[src/rtl/counter_sweep_ctrl.sv]
// Sweep controller: steps an external up/down counter to a commanded value, waits for it
// to settle, then checks the registered feedback and resyncs its shadow copy of the count.
module counter_sweep_ctrl #(
    parameter int WIDTH         = 8,
    parameter int SETTLE_CYCLES = 2
) (
    input  logic             pi_bClk,
    input  logic             pi_bReset,
    input  logic             pi_bCmdValid,
    output logic             po_bCmdReady,
    input  logic [WIDTH-1:0] pi_Target,
    input  logic             pi_bClearFirst,
    input  logic             pi_bShortest,
    input  logic [WIDTH-1:0] pi_Count,
    output logic             po_bCntReset,
    output logic             po_bCntEnable,
    output logic             po_bCntUpDown,
    output logic             po_bBusy,
    output logic             po_bDone,
    output logic             po_bMismatch
);

    // state  | meaning
    // IDLE   | ready for a command
    // CLEAR  | one-cycle counter reset, shadow zeroed at its end
    // RUN    | step toward target; one extra cycle once shadow == target
    // SETTLE | SETTLE_CYCLES wait, feedback compared on the last one
    // DONE   | one-cycle completion pulse
    typedef enum logic [2:0] {
        IDLE,
        CLEAR,
        RUN,
        SETTLE,
        DONE
    } state_t;

    localparam int SW = (SETTLE_CYCLES > 1) ? $clog2(SETTLE_CYCLES) : 1;
    localparam logic [SW-1:0]    SETTLE_LOAD = SW'(SETTLE_CYCLES - 1);
    localparam logic [WIDTH-1:0] HALF        = {1'b1, {(WIDTH-1){1'b0}}};
    localparam logic [WIDTH-1:0] ONE         = WIDTH'(1);

    state_t           state, state_nxt;
    logic [WIDTH-1:0] shadow, shadow_nxt;
    logic [WIDTH-1:0] target, target_nxt;
    logic             shortest, shortest_nxt;
    logic [SW-1:0]    settle_cnt, settle_cnt_nxt;
    logic             mismatch, mismatch_nxt;

    logic [WIDTH-1:0] dist_up;
    logic             at_target;
    logic             go_down;

    assign dist_up   = target - shadow;
    assign at_target = (shadow == target);

    // Shortest mode: an exact half-turn (dist_up == HALF) resolves upward.
    always_comb begin
        go_down = 1'b0;
        if (shortest) go_down = (dist_up > HALF);
        else          go_down = (target < shadow);
    end

    always_ff @(posedge pi_bClk) begin
        if (pi_bReset) begin
            state      <= IDLE;
            shadow     <= '0;
            target     <= '0;
            shortest   <= 1'b0;
            settle_cnt <= '0;
            mismatch   <= 1'b0;
        end else begin
            state      <= state_nxt;
            shadow     <= shadow_nxt;
            target     <= target_nxt;
            shortest   <= shortest_nxt;
            settle_cnt <= settle_cnt_nxt;
            mismatch   <= mismatch_nxt;
        end
    end

    always_comb begin
        state_nxt      = state;
        shadow_nxt     = shadow;
        target_nxt     = target;
        shortest_nxt   = shortest;
        settle_cnt_nxt = settle_cnt;
        mismatch_nxt   = mismatch;
        case (state)
            IDLE: begin
                if (pi_bCmdValid) begin
                    target_nxt   = pi_Target;
                    shortest_nxt = pi_bShortest;
                    state_nxt    = pi_bClearFirst ? CLEAR : RUN;
                end
            end
            CLEAR: begin
                shadow_nxt = '0;
                state_nxt  = RUN;
            end
            RUN: begin
                if (at_target) begin
                    settle_cnt_nxt = SETTLE_LOAD;
                    state_nxt      = SETTLE;
                end else begin
                    shadow_nxt = go_down ? (shadow - ONE) : (shadow + ONE);
                end
            end
            SETTLE: begin
                if (settle_cnt == '0) begin
                    mismatch_nxt = (pi_Count != target);
                    shadow_nxt   = pi_Count;
                    state_nxt    = DONE;
                end else begin
                    settle_cnt_nxt = settle_cnt - SW'(1);
                end
            end
            DONE:    state_nxt = IDLE;
            default: state_nxt = IDLE;
        endcase
    end

    assign po_bCmdReady  = (state == IDLE);
    assign po_bBusy      = (state == CLEAR) || (state == RUN) || (state == SETTLE);
    assign po_bDone      = (state == DONE);
    assign po_bCntEnable = (state == RUN) && !at_target;
    assign po_bCntUpDown = po_bCntEnable && go_down;
    assign po_bCntReset  = pi_bReset || (state == CLEAR);
    assign po_bMismatch  = mismatch;

endmodule

[config.mk]
export PLATFORM = sky130hd
export DESIGN_NAME = counter_sweep_ctrl
export DESIGN_NICKNAME = d
export VERILOG_FILES = /design/src/rtl/counter_sweep_ctrl.sv
export SDC_FILE = /design/constraint.sdc
export NUM_CORES = 1
export LEC_CHECK = 0
export BUFFER_PORTS_ARGS = -buffer_cell sky130_fd_sc_hd__buf_4
export CAP_MARGIN = 20
export CORE_ASPECT_RATIO = 0.5
export CORE_MARGIN = 2
export CORE_UTILIZATION = 30
export DETAILED_ROUTE_END_ITERATION = 10
export PLACE_DENSITY = 0.6
export RECOVER_POWER = 50
export SYNTH_ARGS = -nofsm -noshare
export SYNTH_HDL_FRONTEND = slang
export SYNTH_SLANG_ARGS = --single-unit
[constraint.sdc]
create_clock -name pi_bClk -period 6.7 [get_ports pi_bClk]
set_clock_uncertainty 0.05 [all_clocks]
set_input_delay 0.335 -clock pi_bClk [delete_from_list [all_inputs] [get_ports pi_bClk]]
set_output_delay 0.335 -clock pi_bClk [all_outputs]
set_load 0.03 [all_outputs]
==> impl_metrics.yaml, run 1 <==
status:
  run_status: "finished clean"
setup_path:
  crit_slowest_cell: "dfxtp_1"
  critPathMaxStageDelay_ps: 450
  arrival_ps: 4420
  required_ps: 6780
  criticalPathCategory: "register to register"
  start_kind: "register"
  crit_chain: "ha_1, inv_1, fa_1, a211o_1, a211oi_1, o21ai_0, a211oi_1, a31o_2, ha_1, a21o_1, a21oi_1, o211ai_1, o211ai_1, xnor2_1, nor3_1, a221oi_1, o41ai_2"
  cp_max_fo: 9
  crit_path_end_kind: "register"
clocking:
  clkTransAtPathRegs_ps: 60
  cts_tree: "done"
  h-tree-depth: 1
  ctsLongestPathBuffers: 2
  clockRootBuffer: "clkbuf_16"
  insertion_delay_ps: 260
  clock-sinks: 22
  ctsResizeCount: 0
  cts_hold_buf: 0
  cts_buffers: 3
  post_cts_buffers: 0
placement:
  place_inst: 319
  io_buffers: 27
  dp_slack_ps: 2380
  hpwl_mm: 3.45
  gp_congestion: 0.909
  placed_cell_area_um2: 2010
route:
  ant_nets: 0
  drc: 0
  drt-vias-per-instance: 5.13
  first_iter_violations: 95
  dr_total_vias: 1658
  finalWirelength_mm: 4.42
  wl_per_cell_um: 13.7
  firstDrtPassIters: 4
power_and_ir_drop:
  ir_drop_uv: 103
  leakage_nw: 0.837
  power_density_nw_per_um2: 277
logic_synthesis:
  muxShareOfSynthArea_pct: 1.21
  netlist_instances: 230
  synth_fp_nets: 268
  syn_area_per_cell_um2: 7.65
  ys.flop_type: "dfxtp_1"
  ys_types: 47
  synth_area_leader_cell: "dfxtp_1"
  synth_area_um2: 1760
  ys_ff_latch: 22
  synth-seq-area-share_pct: 25.0
  yosys.area_share.simple_pct: 23.1
  ys_warn_count: 0
  synth_top_family_by_area: "compound AO/OA/AOI/OAI gates"
  yosys.area_share.adder_pct: 12.9
  synth_xor_area_share_pct: 7.97
  synth_enable_flop_cells: 0
  ys_async_sr_fraction_pct: 0
  synthTopCellsByArea: "dfxtp_1 25%, ha_1 11%, a21oi_1 8.8%"
  synth_compound_area_share_pct: 24.1
  yosys.area.top_type_share_pct: 25.0
sta:
  fin_ws_ps: 2360
  setup_violations: 0
  finalHoldViolCount: 0
  min_period_over_period_pct: 64.8
  tns_ps: 0
  fin_crit_ps: 4340
  max_slew.worst_pin.slew_ps: 865
  slew_violations: 0
  max-slew-margin-rel_pct: 42.3
  max_freq_ghz: 0.230
  rsz0062_at_grt: "false"
die:
  initial_utilization_pct: 31.6
  row_count: 19
  dieWidth_um: 112
  ios: 28
  core_um2: 5560
  die-area_um2: 6530
  die_y_um: 58.2
min_path:
  hold_class: "input port to register"
run:
  drv_cap: 0
global_route:
  grt_max_degree: 27
  antenna_found_initial: 0
  grt-ovfl-total: 0
  grt_usage_pct: 13.9
  grt_pass1_vias: 1491
  grt_pass1_wl_mm: 7.28
layout:
  area_growth_pct: 19.6
  final_util_pct: 37.8
  n_antenna_cell: 0
  layout_commonest_cell: "a21oi_1"
  layout_common_cells: "31 x a21oi_1, 25 x buf_4, 24 x nand2_1"
  fin_area_um2: 2100
  final_layout_size_suffix_gt1_share_pct: 14.8
  nets: 289
  final_cells: 323
[power by group]
part	switching [mW]	total [mW]	internal, mW
combinational	0.146	0.255	0.108
sequential	0.0177	0.159	0.141
clock	0.0517	0.170	0.119
[metal layers]
metal / share of wire (%) / track usage [%]
met5: 0 / 0
met4: 0.63 / 2.61
met1: 51 / 20.2
met3: 3.3 / 2.20
met2: 45 / 22.2
[stage by stage]
| stage | power (mW) | hold WS [ps] |
|---|---|---|
| global route | 0.627 | 288 |
| finish | 0.584 | 278 |
| floorplan | 0.356 | 390 |
| detailed placement | 0.416 | 439 |
| global placement | 0.409 | 431 |
| CTS | 0.588 | 275 |
[critical path: cells and delay by family (launching register included)]
| family | cells | cell delay (ps) |
|---|---|---|
| flops | 1 | 450 |
| compound gates | 11 | 2550 |
| simple gates | 1 | 70 |
| fa+ha+maj | 3 | 900 |
| xor+xnor | 1 | 160 |
| buf+inv | 1 | 60 |
[logic make-up after synthesis]
logic type,after synthesis
AOI/OAI and AO/OA,64
muxes,2
DFF,22
xor gates and xnor gates,16
adders and majority gates,17
buffers and inverters,25
and+or+nand+nor,84
[sequential cells by signal (all words and copies together), names as in the netlist]
register      flops
po_bMismatch      1
settle_cnt        1
shadow            8
shortest          1
state             3
target            8
[worst paths after layout]
path | startpoint | to | slack [ps] | depth (start not counted)
worst max-delay path | shadow[0] | shadow[7] | 2360 | 17
worst min-delay path | pi_Target[4] | target[4] | 280 | 3
worst max register to register | shadow[0] | shadow[7] | 2360 | 17
worst min register to register | target[0] | target[0] | 450 | 2
[cell type report]
type,count,area (um2)
Clock buffer,3,75.1
Sequential cell,22,440
Inverter,14,52.6
Clock inverter,1,30.0
Fill cell,606,3460
Multi-Input combinational cell,183,1220
Timing Repair Buffer,27,195
Tap cell,73,91.3
[cells in the mapped netlist, types with 2 or more instances]
cell / n
a22oi_1: 2
nand2_1: 24
nand3b_1: 4
a21oi_1: 31
dfxtp_1: 22
ha_1: 15
nor3_1: 11
nor2b_1: 5
o21ai_0: 6
a211oi_1: 4
nand2b_1: 2
a311oi_1: 2
xor2_1: 4
and2_1: 3
or3_1: 2
nor2_1: 21
buf_2: 4
nand3_1: 2
xnor2_1: 12
fa_1: 2
clkbuf_1: 7
o211ai_1: 2
a21o_1: 4
nand4_1: 3
inv_1: 14
Power figures use the tool's default switching activity.
==> inputs of run 2 (changes only) <==
- ABC_AREA: unset -> 1
- PLACE_DENSITY: 0.6 -> 0.61
- clock period: 6.7 -> 3.9 ns (I/O delays scaled with it)
==> impl_metrics.yaml, run 2 <==
setup_path:
  arrival_ps: 3630
  start_kind: "register"
  cp_max_fo: 10
  r2r_cells: 27
  criticalPathCategory: "register to register"
  required_ps: 4050
  crit_path_end_kind: "register"
die:
  die_y_um: 58.8
  initial_utilization_pct: 32.0
  die-area_um2: 6690
  dieWidth_um: 114
  core_um2: 5630
  ios: 28
  row_count: 19
route:
  wl_per_cell_um: 13.7
  ant_nets: 0
  firstDrtPassIters: 4
  finalWirelength_mm: 5.11
  drt-vias-per-instance: 4.97
  dr_total_vias: 1855
  first_iter_violations: 164
  drc: 0
logic_synthesis:
  syn_area_per_cell_um2: 6.58
  synth_area_um2: 1800
  synth_enable_flop_cells: 0
  synth_area_leader_cell: "dfxtp_1"
  netlist_instances: 274
  synth_xor_area_share_pct: 3.88
  synth-seq-area-share_pct: 24.4
  yosys.area.top_type_share_pct: 24.4
  ys_ff_latch: 22
  synth_compound_area_share_pct: 15.5
  synth_top_family_by_area: "simple AND/OR/NAND/NOR gates"
  synthTopCellsByArea: "dfxtp_1 24%, nand2_1 14%, ha_1 10%"
  yosysMostFrequentCell: "nand2_1"
  muxShareOfSynthArea_pct: 0
  ys_types: 33
  ys.flop_type: "dfxtp_1"
  synth_common_cells: "65 x nand2_1, 45 x inv_1, 28 x nand3_1"
  synth_fp_nets: 312
  yosys.area_share.adder_pct: 12.6
  ys_async_sr_fraction_pct: 0
  yosys.area_share.simple_pct: 32.2
  ys_warn_count: 0
layout:
  reg_top3: "shadow x8, target x8, state x3"
  area_growth_pct: 19.5
  nets: 339
  n_antenna_cell: 0
  layout_commonest_cell: "nand2_1"
  final_cells: 373
  layout_common_cells: "65 x nand2_1, 46 x inv_1, 28 x nand3_1"
  final_layout_size_suffix_gt1_share_pct: 13.0
  fillers: 584
placement:
  io_buffers: 27
  hpwl_mm: 4.06
  gp_congestion: 0.902
  place_inst: 369
clocking:
  clkTransAtPathRegs_ps: 70
  h-tree-depth: 1
  cts_hold_buf: 0
  ctsLongestPathBuffers: 2
  cts_buffers: 3
  clock-sinks: 22
  cts_tree: "done"
  clockRootBuffer: "clkbuf_16"
  insertion_delay_ps: 260
global_route:
  grt_pass1_wl_mm: 8.38
  antenna_found_initial: 0
  grt-ovfl-total: 0
  grt_usage_pct: 15.8
  grt_pass1_vias: 1758
  grt_max_degree: 19
sta:
  min_period_over_period_pct: 89.3
  slew_violations: 0
  tns_ps: 0
  fin_crit_ps: 3480
  finalHoldViolCount: 0
  max-slew-margin-rel_pct: 49.1
  max_slew.worst_pin.slew_ps: 760
  setup_violations: 0
  max_freq_ghz: 0.287
  worst_hold_slack_ps: 164
  rsz0062_at_grt: "false"
min_path:
  hold_class: "input port to register"
  min_path_cells: 3
power_and_ir_drop:
  leakage_nw: 1.08
  ir_drop_uv: 466
  power_density_nw_per_um2: 1000
run:
  drv_cap: 0
status:
  run_status: "finished clean"
==> run 2: where the power goes <==
part           total (mW)  switching [mW]  internal (mW)
Sequential          0.369          0.0742          0.295
Clock               0.299          0.0947          0.204
Combinational        1.50           0.969          0.527
==> run 2: logic make-up after synthesis <==
family,count (synthesis)
fa+ha+maj,17
compound gates,45
simple gates,129
xor+xnor,8
flops,22
buf+inv,53
==> run 2: repair_timing <==
action / 4_1_cts / 5_1_grt
setup buffers: 0 / 0
resized for setup: 0 / 2
setup endpoints to repair: 0 / 2
==> run 2: layout make-up <==
cell class / instances / area (um2) / area share, %
repair buffers: 27 / 184 / 8.53
flip-flops and latches: 22 / 440 / 20.4
clock inverters: 1 / 30.0 / 1.39
clock buffers: 3 / 75.1 / 3.48
multi-input cells: 199 / 1150 / 53.6
well taps: 73 / 91.3 / 4.24
inverters: 48 / 180 / 8.36
==> run 2: per-stage QoR <==
| step | util (%) | total power, mW | setup WS [ps] | cell area [um2] |
|---|---|---|---|---|
| after floorplan | - | 1.52 | 736 | 1800 |
| after global placement | 36.8 | 1.84 | 483 | 2070 |
| after detailed placement | 36.8 | 1.85 | 408 | 2070 |
| after CTS | 38.6 | 2.16 | 374 | 2180 |
| after global routing | 38.3 | 2.39 | 58.4 | 2160 |
| final | 38.3 | 2.16 | 419 | 2160 |
==> run 2: worst paths after layout <==
check	startpoint	to	slack, ps
max reg2reg	target[0]	shadow[7]	420
min reg2reg	settle_cnt	settle_cnt	440
max	target[0]	shadow[7]	420
min	pi_Target[2]	target[2]	160
==> run 2: layer usage <==
| layer | part of all wire (%) | global-route usage, % | routed length (um) | vias up |
|---|---|---|---|---|
| met3 | 7.3 | 2.88 | 371 | 4 |
| li1 | - | - | - | 949 |
| met5 | 0 | 0 | 0 | - |
| met4 | 0.59 | 2.26 | 30 | 0 |
| met1 | 50 | 22.3 | 2530 | 834 |
| met2 | 43 | 26.3 | 2170 | 68 |
==> run 2: critical path, stage by stage (launching register included) <==
cell and delay, ps:
dfxtp_1 350, inv_1 60, ha_1 170, inv_1 100, fa_1 410, nor2_1 110, nand2_1 50, nor2_1 80
nand3_1 80, nor2_1 100, nand3_1 110, nand2_2 130, nand2_4 120, ha_1 350, nand3_1 90, nand2_1 110
nand3_1 70, o211ai_1 120, nand2_1 110, nand2_1 70, nand2_1 50, nand2_1 70, inv_1 40, nand3_1 80
nand3_1 80, nand2_1 70, nand2_1 60, a21oi_2 140
==> inputs of run 3 (changes only) <==
- CORE_ASPECT_RATIO: 0.5 -> 2
==> impl_metrics.yaml, run 3 (same netlist as run 2, synthesis figures left out) <==
layout:
  final_layout_size_suffix_gt1_share_pct: 13.0
  layout_commonest_cell: "nand2_1"
  multi_input_area_um2: 1150
  nets: 340
  fillers: 658
  layout_common_cells: "65 x nand2_1, 45 x inv_1, 28 x nand3_1"
  fin_area_um2: 2120
  area_growth_pct: 17.3
  reg_top3: "shadow x8, target x8, state x3"
  n_antenna_cell: 0
  register_area_um2: 440
status:
  violations: "DRC"
  run_status: "finished, violations left"
power_and_ir_drop:
  power_density_nw_per_um2: 986
  leakage_nw: 1.07
  ir_drop_uv: 322
setup_path:
  r2r_cells: 24
  r2r-start: "target[0]"
  crit_path_end_kind: "register"
  crit_chain: "inv_1, ha_1, inv_1, fa_1, nor2_1, nand2_1, nor2_1, nand3_1, nor2_1, nand3_1, nand2_2, nand2_4, fa_1, nand2_1, inv_1, o21ai_1, nand2_1, a21oi_1, o21ai_0, a21oi_1, o21ai_0, nand2_1, nand2_1, a21oi_1"
  crit_slowest_cell: "fa_1"
  cp-endpoint: "shadow[6]"
  cp_max_fo: 10
  critPathMaxStageDelay_ps: 430
  criticalPathCategory: "register to register"
  required_ps: 4040
  arrival_ps: 3660
  critPathLaunch: "target[0]"
  r2r_end: "shadow[6]"
  r2r_slack_ps: 380
  start_kind: "register"
  crit_top_cell: "nand2_1"
placement:
  io_buffers: 27
  gp_congestion: 0.870
  hpwl_mm: 3.97
  placed_cell_area_um2: 2070
die:
  core_um2: 5910
  die-area_um2: 6690
  dieWidth_um: 58.8
  initial_utilization_pct: 30.6
  die_y_um: 114
  row_count: 40
  ios: 28
route:
  drc: 2
  finalWirelength_mm: 4.81
  drt-vias-per-instance: 5.06
  firstDrtPassIters: 8
  dr_total_vias: 1837
  ant_nets: 0
  first_iter_violations: 110
  wl_per_cell_um: 13.2
clocking:
  ctsLongestPathBuffers: 2
  clock-sinks: 22
  clkTransAtPathRegs_ps: 60
  clockRootBuffer: "clkbuf_16"
  h-tree-depth: 1
  cts_tree: "done"
  insertion_delay_ps: 260
  cts_buffers: 3
global_route:
  grt_pass1_wl_mm: 7.90
  grt_use_met1_pct: 18.6
  grt_usage_pct: 15.1
  use_met2_pct: 26.1
  grt_max_degree: 19
  grtUsageMet3_pct: 2.38
  grt_pass1_vias: 1805
  grt-ovfl-total: 0
  antenna_found_initial: 0
  top_usage_layer: "met2"
sta:
  finalHoldViolCount: 0
  slew_violations: 0
  min_period_over_period_pct: 90.3
  tns_ps: 0
  fin_crit_ps: 3520
  rsz0062_at_grt: "false"
  setup_violations: 0
  max_freq_ghz: 0.284
  max_slew.worst_pin.slew_ps: 724
  max-slew-margin-rel_pct: 51.6
run:
  drv_cap: 0
min_path:
  hold_class: "input port to register"
==> run 3: per-stage QoR <==
step | instances | util, % | hold slack [ps] | setup slack (ps) | total power, mW
floorplan | 274 | - | 313 | 736 | 1.52
global placement | 360 | 35.0 | 418 | 494 | 1.85
detailed placement | 360 | 35.0 | 427 | 334 | 1.88
CTS | 363 | 36.3 | 165 | 317 | 2.10
global route | 363 | 35.8 | 181 | 37.5 | 2.32
finish | 363 | 35.8 | 168 | 378 | 2.09
==> run 3: final cells by class <==
type,instances,area share (%)
multi-input combinational,199,54.6
sequential,22,20.8
timing repair buffer,28,8.87
inverter,48,8.51
tap,63,3.72
clock buffer,3,3.55
==> run 3: worst min path at each step <==
stage,cells after the start,to,from
detailed placement,2,shortest,shortest
finish,3,target[5],pi_Target[5]
global placement,2,settle_cnt,settle_cnt
CTS,3,target[5],pi_Target[5]
global route,3,target[6],pi_Target[6]
floorplan,2,shortest,pi_bShortest
==> run 3: layer usage <==
layer  share of wire (%)  routed length (um)
met5                   0                   0
met4                 1.0                  49
met3                 5.3                 253
met2                  50                2420
met1                  43                2080
==> run 3: what timing repair did <==
action                                  in CTS  in global routing
endpoints found under the setup margin       0                  1
hold buffers                                 0                  0
setup buffers                                0                  0
gates resized for setup                      0                  2
==> run 3: report_power, final <==
| group | internal [mW] | leakage [nW] | switching [mW] |
|---|---|---|---|
| Combinational | 0.535 | 0.853 | 0.969 |
| Sequential | 0.295 | 0.180 | 0.0737 |
| Clock | 0.135 | 0.0370 | 0.0797 |
==> run 3: worst max-delay path: cells and delay by family (launching register included) <==
family | cells | cell delay, ps
AND/OR/NAND/NOR | 12 | 1030
adder cells (fa/ha/maj) | 3 | 1000
buffers and inverters | 3 | 240
AO/OA/AOI/OAI | 6 | 780
flip-flops | 1 | 340
